==> config.mk <==
export PLATFORM = sky130hd
export DESIGN_NAME = alu_serial_seq_flat
export DESIGN_NICKNAME = d
export VERILOG_FILES = /design/src/rtl/alu_serial_seq_if.sv /design/src/rtl/alu_serial_seq.sv /design/src/flat_wrapper.sv
export SDC_FILE = /design/constraint.sdc
export NUM_CORES = 1
export LEC_CHECK = 0
export ABC_AREA = 1
export CAP_MARGIN = 25
export CORE_UTILIZATION = 61
export CTS_CLUSTER_SIZE = 40
export DETAILED_ROUTE_END_ITERATION = 8
export DONT_BUFFER_PORTS = 1
export PLACE_DENSITY = 0.77
export SYNTH_ARGS = -nofsm -noshare
export SYNTH_HDL_FRONTEND = slang
export SYNTH_SLANG_ARGS = --single-unit
==> constraint.sdc <==
create_clock -name clk -period 2 [get_ports clk]
set_clock_uncertainty 0.05 [all_clocks]
set_input_delay 0.4 -clock clk [delete_from_list [all_inputs] [get_ports clk]]
set_output_delay 0.4 -clock clk [all_outputs]
set_load 0.01 [all_outputs]
==> src/rtl/alu_serial_seq_if.sv <==
// alu_serial_seq_if: request/result handshake bundle for the bit-serial ALU sequencer
interface alu_serial_seq_if #(parameter int WIDTH = 8);
  logic start;
  logic [1:0] op;
  logic [WIDTH-1:0] a, b;
  logic ready, busy, result_valid, result_ack;
  logic [WIDTH-1:0] result;
  logic negativo, zero, cout, overflow;
  modport master(output start, op, a, b, result_ack,
                 input ready, busy, result_valid, result, negativo, zero, cout, overflow);
  modport slave(input start, op, a, b, result_ack,
                output ready, busy, result_valid, result, negativo, zero, cout, overflow);
endinterface

==> src/rtl/alu_serial_seq.sv <==
// alu_serial_seq: LSB-first bit-serial add/sub/inc/dec sequencer with its own 1-bit full-adder slice
module alu_serial_seq #(
  parameter int WIDTH = 8,
  parameter int CNT_W = 4
) (
  input logic clk,
  input logic rst_n,
  alu_serial_seq_if.slave bus
);
  typedef enum logic [1:0] {IDLE, RUN, DONE} state_t;
  state_t state, state_nx;
  logic [CNT_W-1:0] cnt;
  logic [WIDTH-1:0] sa, sb, result, word;
  logic [WIDTH-2:0] acc;
  logic [1:0] op_r;
  logic carry, y, sum, c_next, last;
  logic negativo, zero, cout, overflow;
  // INC feeds y=0 and DEC feeds y=1, which is exactly op_r[0]
  always_comb y = op_r == 2'b00 ? sb[0] : op_r == 2'b01 ? ~sb[0] : op_r[0];
  assign sum = sa[0] ^ y ^ carry;
  assign c_next = (sa[0] & y) | (sa[0] & carry) | (y & carry);
  assign word = {sum, acc};
  assign last = cnt == CNT_W'(WIDTH - 1);
  always_ff @(posedge clk)
    if (!rst_n) state <= IDLE;
    else state <= state_nx;
  always_comb begin
    state_nx = state;
    if (state == IDLE && bus.start) state_nx = RUN;
    else if (state == RUN && last) state_nx = DONE;
    else if (state == DONE && bus.result_ack) state_nx = IDLE;
  end
  always_ff @(posedge clk)
    if (!rst_n) begin
      cnt <= '0;
      carry <= 1'b0;
      sa <= '0;
      sb <= '0;
      acc <= '0;
      op_r <= 2'b00;
      result <= '0;
      negativo <= 1'b0;
      zero <= 1'b0;
      cout <= 1'b0;
      overflow <= 1'b0;
    end else if (state == IDLE && bus.start) begin
      sa <= bus.a;
      sb <= bus.b;
      op_r <= bus.op;
      carry <= bus.op == 2'b01 || bus.op == 2'b10;
      cnt <= '0;
    end else if (state == RUN) begin
      sa <= sa >> 1;
      sb <= sb >> 1;
      carry <= c_next;
      cnt <= cnt + 1'b1;
      acc <= word[WIDTH-1:1];
      if (last) begin
        result <= word;
        negativo <= sum;
        zero <= word == '0;
        cout <= c_next;
        overflow <= carry ^ c_next;
      end
    end
  assign bus.ready = state == IDLE;
  assign bus.busy = state == RUN;
  assign bus.result_valid = state == DONE;
  assign bus.result = result;
  assign bus.negativo = negativo;
  assign bus.zero = zero;
  assign bus.cout = cout;
  assign bus.overflow = overflow;
endmodule

==> src/flat_wrapper.sv <==
// flat-port wrapper written by rule: the top's interface ports become plain ports
module alu_serial_seq_flat 
#(
  parameter int WIDTH = 8,
  parameter int CNT_W = 4
)
  (clk, rst_n, bus_start, bus_op, bus_a, bus_b, bus_result_ack, bus_ready, bus_busy, bus_result_valid, bus_result, bus_negativo, bus_zero, bus_cout, bus_overflow);
  alu_serial_seq_if #(.WIDTH(WIDTH)) bus_i ();
  input logic clk;
  input logic rst_n;
  input wire logic [$bits(bus_i.start)-1:0] bus_start;
  input wire logic [$bits(bus_i.op)-1:0] bus_op;
  input wire logic [$bits(bus_i.a)-1:0] bus_a;
  input wire logic [$bits(bus_i.b)-1:0] bus_b;
  input wire logic [$bits(bus_i.result_ack)-1:0] bus_result_ack;
  output wire logic [$bits(bus_i.ready)-1:0] bus_ready;
  output wire logic [$bits(bus_i.busy)-1:0] bus_busy;
  output wire logic [$bits(bus_i.result_valid)-1:0] bus_result_valid;
  output wire logic [$bits(bus_i.result)-1:0] bus_result;
  output wire logic [$bits(bus_i.negativo)-1:0] bus_negativo;
  output wire logic [$bits(bus_i.zero)-1:0] bus_zero;
  output wire logic [$bits(bus_i.cout)-1:0] bus_cout;
  output wire logic [$bits(bus_i.overflow)-1:0] bus_overflow;
  assign bus_i.start = bus_start;
  assign bus_i.op = bus_op;
  assign bus_i.a = bus_a;
  assign bus_i.b = bus_b;
  assign bus_i.result_ack = bus_result_ack;
  assign bus_ready = bus_i.ready;
  assign bus_busy = bus_i.busy;
  assign bus_result_valid = bus_i.result_valid;
  assign bus_result = bus_i.result;
  assign bus_negativo = bus_i.negativo;
  assign bus_zero = bus_i.zero;
  assign bus_cout = bus_i.cout;
  assign bus_overflow = bus_i.overflow;
  alu_serial_seq #(.WIDTH(WIDTH), .CNT_W(CNT_W)) u_core (.clk(clk), .rst_n(rst_n), .bus(bus_i));
endmodule
# Word-level counts from Yosys, hierarchy flattened
# Cells that the tools add are included.
dict set report totals {
  reg_bits 44
  in_bits 22
  output_inout_bits 15
}
dict set report op_classes {
  n_addsub 1
  n_eq_ne 6
  muxes 11
  bitwise_logic 11
  reduce_logical 13
}
# op n
set op_table {}
lappend op_table {{2-to-1 mux 8 bit} 4}
lappend op_table {{zero test 8 bit} 1}
lappend op_table {{equality test 2 x 1 -> 1 bit, second input constant} 3}
lappend op_table {{2-to-1 mux 1 bit} 5}
lappend op_table {{adder 4 x 1 -> 4 bit, second input constant} 1}
lappend op_table {{equality test 2 bit, second input constant} 2}
lappend op_table {{equality test 4 x 3 -> 1 bit, second input constant} 1}
lappend op_table {{zero test 2 bit} 2}
lappend op_table {{2-to-1 mux 2 bit} 2}
lappend op_table {{nonzero test 2 bit} 2}
lappend op_table {{AND 1 bit} 3}
lappend op_table {{logical AND 1 bit} 3}
lappend op_table {{NOT 1 bit} 3}
lappend op_table {{AND reduction 3 bit} 1}
lappend op_table {{nonzero test 3 bit} 1}
lappend op_table {{bitwise XOR 1 bit} 3}
lappend op_table {{OR 1 bit} 2}
lappend op_table {{AND reduction 2 bit} 1}
lappend op_table {{OR reduction 2 bit} 1}
lappend op_table {{logical OR 1 bit} 1}

# Logic depth before layout (Yosys ltp)
# Gate-level depths: netlist (run 1).
dict set report depth {
  depth_word 8
  mapped_depth 11
  ltp_nobuf 11
}

# Worst setup path before layout (run 1)
# Ideal clock, no wire load.
dict set report synth_timing {
  kind {reg-to-reg}
  start {register u_core.op_r[1]}
  end {register u_core.zero, in the netlist u_core.bus.zero}
  setup_time_ps 70
  arrival_time_ps 1428
  required_ps 1880
  setup_slack_ps 451
  stages_incl_launch_ff 12
  path_buffers 0
  path_cell_list {dfxtp_1 inv_1 nand2_1 xnor2_1 inv_1 fa_1 inv_1 nor2_1 nand2_1 nor2_1 nand2_1 a21oi_1}
}
dict set report synth_between {
  elab_chain_cells 6
}
# item line
set synth_rtl {}
lappend synth_rtl {{start: declaration} alu_serial_seq.sv:15} ;# logic [1:0] op_r;
lappend synth_rtl {{start signal: assignment} alu_serial_seq.sv:49} ;# op_r <= bus.op;
lappend synth_rtl {{equality test 2 x 1 -> 1 bit} alu_serial_seq.sv:19} ;# always_comb y = op_r == 2'b00 ? sb[0] : op_r == 2'b01 ? ~sb[0] : op_r[0];
lappend synth_rtl {{2-to-1 mux 1 bit} alu_serial_seq.sv:19}
lappend synth_rtl {{2-to-1 mux 1 bit (*)} alu_serial_seq.sv:19}
lappend synth_rtl {{bitwise XOR 1 bit (*) (2 in series)} alu_serial_seq.sv:20} ;# assign sum = sa[0] ^ y ^ carry;
lappend synth_rtl {{zero test 8 bit (*)} alu_serial_seq.sv:61} ;# zero <= word == '0;
lappend synth_rtl {{end signal: assignment} alu_serial_seq.sv:43} ;# zero <= 1'b0;
lappend synth_rtl {{end signal: assignment} alu_serial_seq.sv:61}
lappend synth_rtl {{end: declaration} alu_serial_seq.sv:17} ;# logic negativo, zero, cout, overflow;
# Mark *: on every way between the ends. The rest lies on a longest branch, timed or not.
# A chain may end at the register's enable or synchronous reset.

# Worst setup path in the final report (run 1)
dict set report layout_timing {
  start {register u_core.state[0]}
  end {output bus_busy}
}
dict set report layout_between {
  elab_chain_cells 1
}
# item line
set layout_rtl {}
lappend layout_rtl {{start: declaration} alu_serial_seq.sv:11} ;# state_t state, state_nx;
lappend layout_rtl {{start signal: assignment} alu_serial_seq.sv:26} ;# else state <= state_nx;
lappend layout_rtl {{equality test 2 x 1 -> 1 bit} alu_serial_seq.sv:67} ;# assign bus.busy = state == RUN;
lappend layout_rtl {{end: declaration} flat_wrapper.sv:17} ;# output wire logic [$bits(bus_i.busy)-1:0] bus_busy;
# Every way passes these cells.

==> results of run 1 <==
## worst paths after layout
check	from	endpoint	slack (ns)	cells past startpoint
worst max register to register	u_core.op_r[1]	u_core.bus.zero	0.30	11
worst min register to register	u_core.op_r[1]	u_core.op_r[1]	0.43	2
worst min-delay path	rst_n	u_core.carry	0.1	2
worst max-delay path	u_core.state[0]	bus_busy	0.12	2
## final cells by class
class | instances | area [um^2] | area share, %
Clock buffer | 6 | 51.3 | 2.68
Tap cell | 31 | 38.8 | 2.03
Timing Repair Buffer | 2 | 15.0 | 0.785
Sequential cell | 43 | 861 | 45.0
Inverter | 15 | 58.8 | 3.08
Clock inverter | 2 | 35.0 | 1.83
Multi-Input combinational cell | 173 | 852 | 44.6
## sequential cells by signal, summed over array words and instances, names as in the netlist, 2 cells and up
signal and count:
u_core.acc 7, u_core.bus.result 8, u_core.cnt 4, u_core.op_r 2
u_core.sa 8, u_core.sb 8, u_core.state 2
## power breakdown
part           leakage [nW]  switching (mW)  internal (mW)
registers             0.351          0.0317          0.897
clock network        0.0482           0.272          0.295
logic                 0.318           0.100         0.0624
total                 0.717           0.404           1.26
## cells in the final DEF (no fill, tap or decap), drive strengths merged
cell,n
dfxtp,43
a21oi,10
o21ai,20
clkinv,2
a31oi,14
or2,1
inv,14
xnor2,1
fa,1
buf,2
ha,1
bufinv,1
xor2,1
nand3,16
nor3,8
clkbuf,6
nor2,41
nand2,58
nor3b,1
## layer usage
metal | track usage (%) | share of wire [%] | routed length (um) | vias up
met5 | 0 | 0 | 0 | -
met4 | 12.2 | 2.5 | 89 | 0
met3 | 9.52 | 6.8 | 241 | 8
met2 | 40.2 | 49 | 1720 | 39
met1 | 25.8 | 42 | 1480 | 684
li1 | - | - | - | 787
## cell families after synthesis
group           count (synthesis)  synth area share [%]
simple gates                  124                  29.4
compound gates                 44                  13.4
flops                          43                  46.4
buf+inv                        29                  8.09
xor+xnor                        2                 0.944
fa+ha+maj                       2                  1.75
## stage by stage
| step | hold WS [ns] | instances | area (um^2) | total power [mW] | setup WS, ns |
|---|---|---|---|---|---|
| after floorplan | 0.379 | 244 | 1860 | 1.09 | 0.451 |
| after global placement | 0.386 | 263 | 1820 | 1.10 | 0.389 |
| after detailed placement | 0.416 | 263 | 1820 | 1.11 | 0.326 |
| after CTS | 0.0831 | 271 | 1910 | 1.67 | 0.0643 |
| after global routing | 0.0872 | 272 | 1910 | 1.74 | 0.0385 |
| final | 0.0962 | 272 | 1910 | 1.66 | 0.119 |
## worst reg2reg max path, stage by stage (launching register included)
cell and delay (ns):
dfxtp_1 0.33, inv_1 0.06, nand2_1 0.06, xnor2_1 0.13
inv_1 0.06, fa_1 0.50, inv_1 0.06, nor2_1 0.08
nand2_1 0.05, nor2_1 0.08, nand2_1 0.05, a21oi_1 0.12
==> results.md, run 1 <==
* Status: complete, no violations
* Via density at 5.58
* RSZ-0062 raised after global routing: false
* Layout cell share with drive strength beyond 1 at 8.71%
* Hold-fix buffers, CTS at 0
* Area Overhead vs Synth at 2.96%
* Largest net degree at the start of global routing at 22
* Final wirelength at approximately 3.5 mm
* Total negative slack at 0 ns
* Crit start category: flip-flop
* Count leader, synth: nand2_1
* Fillers at between 200 and 300
* Fmax at between 500 and 600 MHz
* Peak VDD IR at between 0.0005 and 0.0006 V
* First-pass GRT wire length at 5.91 mm
* Max Slew Vio Count at 0
* Clk slew on worst S/H paths at between 0.1 and 0.15 ns
* Tmin final at approximately 1.9 ns
* Hpwl dp at 2.37 mm
* Least-Margin Pin Slew at 0.503 ns
* Final Setup Violations at 0
* Worst Path Required at approximately 1.6 ns
* I/O Buffers at 0
* Slew HR at between 60% and 70%
* Asr flop ratio synth at 0%
* Initial Util at about two thirds
* Clk sinks at 43
* Library cells used by synthesis at 28
* Total grt overflow at 0
* Clk_lat worst skew at approximately 0.35 ns
* H-tree levels at 2
* Drt pass-1 iters at 5
* Worst hold path class: in -> reg
* Wire per inst at 13.0 um
* Register area share after synthesis at a little under half
* Post-synth top area cell: dfxtp_1
* CP Class: reg -> out
* Top post-synthesis cells by area: dfxtp_1 (46%), nand2_1 (11%), nor2_1 (7.5%)
* CTS tree: built
* Syn avg cell area at around 7.6 um^2
* Antenna viol nets, final at 0
* Total CTS buffers at 5
* CP top delay family: flip-flops
* I/O Pins at 37
* Synth top area share at around 46%
* Vias at 1518
* Maxcap violations at 0
* Crit-path max cell delay at between 0.6 and 0.7 ns
* Main synth FF type: dfxtp_1
* Final Hold Violating Endpoints at 0
* ANT cells at 0
* Final period utilization at a little over nine tenths
* CP arrival at between 1 and 1.5 ns
* Final core area utilization at approximately 68%
* Layout Nets at 264
* CP Capture Type: output pin
* Worst Path Max Fanout at 10
* Syn nets at roughly 270
* CTS resizes at 0
* CTS Root Cell: clkbuf_4
* Row count at 19
* Lkg Pwr at roughly 0.72 nW
* Seq cells post-synth at 43
* Clock buffer depth at 2
* EDFF count, synth at 0
* Commonest cells post-synth: nand2_1 (56), dfxtp_1 (43), nor2_1 (37)
* Buf/Inv on CP at 1
* Core ar. at ~0.0028 mm^2
* Vias in the first global route at about 1.4k
* DRC Markers at 0
* Synthesized area at about 0.0019 mm^2
* DR iter-0 viols at 87
* CP cell instances: inv_2 > nor2_4
* Routability cong. at 0.773
* Post-CTS setup buffer count at 0
* Die width at around 57 um
* Yosys Warn Count at 0
* Height of the die at around 57 um
* Pwr/cell area at 868 mW/mm^2
* Gate Count Post-Synth at 244
* Worst path slowest cell: dfxtp_1
* Die ar. at 0.00327 mm^2
* Initial antenna violation count at 0
* Tot GR Track Use at 23.8%
Note: power is estimated with default switching activity, not from simulation.
==> run 2, diff against run 1 <==
--- a/config.mk
+++ b/config.mk
@@ -7,11 +7,10 @@
 export LEC_CHECK = 0
 export ABC_AREA = 1
 export CAP_MARGIN = 25
-export CORE_UTILIZATION = 61
+export CORE_UTILIZATION = 50
 export CTS_CLUSTER_SIZE = 40
 export DETAILED_ROUTE_END_ITERATION = 8
-export DONT_BUFFER_PORTS = 1
-export PLACE_DENSITY = 0.77
+export PLACE_DENSITY = 0.78
 export SYNTH_ARGS = -nofsm -noshare
 export SYNTH_HDL_FRONTEND = slang
 export SYNTH_SLANG_ARGS = --single-unit
==> run 2 against run 1 <==
  * Via count is 8.8% higher
  * Register-to-register slack is essentially flat
  * Clock power grew 22%
  * Count of clock-buffer cells in the layout unchanged
  * Non-clock buffer count up 41
  * Cell count rose by 20%
  * Die area increased by 21%
  * Hold slack improved by 0.32 ns
  * Critical path depth is 1 higher
  * First-iteration DRC count decreased by 15%
  * Wire length increased by 3.0%
  * Power rose by 11%
  * Critical path type unchanged
==> results.md, run 2 (synthesis gave the netlist of run 1 again) <==
* Tmin final at 1.90 ns (was 1.88 ns)
* Hpwl dp at 2.48 mm (was 2.37 mm)
* Layout cell share with drive strength beyond 1 at 9.25% (was 8.71%)
* Status: complete, no violations (unchanged)
* Commonest non-fill, non-tap cell in the layout: nand2_1 (unchanged)
* Sw frac at 23.8% (was 24.4%)
* Maxcap violations at 0 (unchanged)
* Vias at 1652 (was 1518)
* Layout Nets at 304 (was 264)
* Post-CTS setup buffer count at 0 (unchanged)
* Clock Power Share at 37.6% (was 34.2%)
* Clk_lat worst skew at 0.29 ns (was 0.35 ns)
* Die width at 62.9 um (was 57.2 um)
* Height of the die at 62.9 um (was 57.2 um)
* First-pass GRT wire length at 6.35 mm (was 5.91 mm)
* Worst hold path class: reg -> reg (was in -> reg)
* DR iter-0 viols at 74 (was 87)
* Slew HR at 71.4% (was 66.3%)
* Placement Setup Slack at 0.294 ns (was 0.326 ns)
* Clk sinks at 43 (unchanged)
* Lkg Pwr at 0.888 nW (was 0.717 nW)
* I/O Pins at 37 (unchanged)
* Final period utilization at 95.0% (was 94.0%)
* DP Cell Count at 319 (was 263)
* Peak VDD IR at 0.000784 V (was 0.000528 V)
* Sequential power share at 50.1% (was 56.0%)
* Gate power share at 12.3% (was 9.8%)
* DRC Markers at 0 (unchanged)
* I/O Buffers at 36 (was 0)
* Routability cong. at 0.765 (was 0.773)
* CP arrival at 1.45 ns (was 1.43 ns)
* Area Overhead vs Synth at 26.8% (was 2.96%)
* Most frequent cells in the layout: nand2_1 (56), dfxtp_1 (42), nor2_1 (37) (was nand2_1 (56), dfxtp_1 (43), nor2_1 (37))
* Final wirelength at 3.64 mm (was 3.54 mm)
* Initial antenna violation count at 0 (unchanged)
* Cell Count, Final, Fillers Out at 327 (was 272)
* CP Capture Type: output pin (unchanged)
* Worst Path Required at 1.55 ns (about the same)
* RSZ-0062 raised after global routing: false (unchanged)
* Final worst slack at 0.0997 ns (was 0.119 ns)
* Tot GR Track Use at 20.6% (was 23.8%)
* Final Setup Violations at 0 (unchanged)
* CTS tree: built (unchanged)
* Antenna viol nets, final at 0 (unchanged)
* ANT cells at 0 (unchanged)
* Final Hold Violating Endpoints at 0 (unchanged)
* Initial Util at 53.9% (was 65.6%)
* R2r setup slk at 0.30 ns (about the same)
* Die ar. at 0.00396 mm^2 (was 0.00327 mm^2)
* Final core area utilization at 68.4% (was 67.6%)
* Cell area after layout at 0.00235 mm^2 (was 0.00191 mm^2)
* Least-Margin Pin Slew at 0.428 ns (was 0.503 ns)
* Internal power at 1.41 mW (was 1.26 mW)
* Clk slew on worst S/H paths at 0.08 ns (was 0.12 ns)
* Crit start category: flip-flop (unchanged)
* Fmax at 526 MHz (was 532 MHz)
* Drt pass-1 iters at 4 (was 5)
* Hold path startpoint: u_core.op_r[1] (was rst_n)
* Crit path launch: u_core.state[0] (unchanged)
* Pwr/cell area at 784 mW/mm^2 (was 868 mW/mm^2)
* Worst Path Max Fanout at 4 (was 10)
* CP Class: reg -> out (unchanged)
* Core ar. at 0.00344 mm^2 (was 0.00283 mm^2)
* Total grt overflow at 0 (unchanged)
* Total negative slack at 0 ns (unchanged)
* H-tree levels at 2 (unchanged)
* Biggest regs: u_core.bus.result (8), u_core.sa (8), u_core.sb (8) (unchanged)
* Reg2Reg Launch Point: u_core.op_r[1] (unchanged)
* Sw Pwr at 440 uW (was 404 uW)
* Total power at 1.85 mW (was 1.66 mW)
* CTS Root Cell: clkbuf_8 (was clkbuf_4)
* Via density at 5.05 (was 5.58)
* Worst hold slack at 0.417 ns (was 0.0962 ns)
* Total CTS buffers at 5 (unchanged)
* Vias in the first global route at 1463 (was 1411)
* Max Slew Vio Count at 0 (unchanged)
* Wire per inst at 11.1 um (was 13.0 um)
* Largest net degree at the start of global routing at 25 (was 22)
* Row count at 21 (was 19)
* Cell Area, Placed at 0.00224 mm^2 (was 0.00182 mm^2)
* Clock buffer depth at 2 (unchanged)
## run 2: changes by cell type in the layout (fill, tap and decap cells not counted)
cell and change:
buf_4 +5, clkbuf_8 +5, clkdlybuf4s50_1 +36, dfxtp_2 +1, dfxtp_1 -1, nor2_2 -1, clkbuf_4 -5
## run 2: repair_timing
| item | 4_1_cts | 5_1_grt |
|---|---|---|
| setup endpoints to repair | 0 | 1 |
| hold endpoints to repair | 0 | 0 |
| hold buffers | 0 | 0 |
| gates resized for setup | 0 | 1 |
## run 2: path summary, 6_finish.rpt
kind	endpoint	cells after the start
max	bus_busy	3
min	u_core.op_r[1]	2
max reg2reg	u_core.bus.zero	11
min reg2reg	u_core.op_r[1]	2
## run 2: critical path, cell delays in order, from the launching register on
cell and delay [ns]:
dfxtp_1 0.45, inv_2 0.09, nor2_4 0.09, clkdlybuf4s50_1 0.53
## run 2: final cells by class
type                       instances  area (um^2)
fill                             307         1090
timing repair buffer              43          413
tap                               46         57.6
multi-input combinational        172          846
clock buffer                       6         82.6
inverter                          15         58.8
clock inverter                     2         35.0
sequential                        43          862
## run 2: routing by layer
metal,share of wire (%),track usage (%)
met3,4.2,6.02
met2,45,33.9
met5,0,0
met4,2.0,8.72
met1,48,24.9
## run 2: power groups by stage
stage / Sequential, mW / Combinational [mW] / Clock [mW]
2_1_floorplan: 0.936 / 0.154 / 0
3_3_place_gp: 0.944 / 0.224 / 0
3_5_place_dp: 0.944 / 0.229 / 0
4_1_cts: 0.925 / 0.229 / 0.700
5_1_grt: 0.931 / 0.258 / 0.754
6_report: 0.925 / 0.228 / 0.694
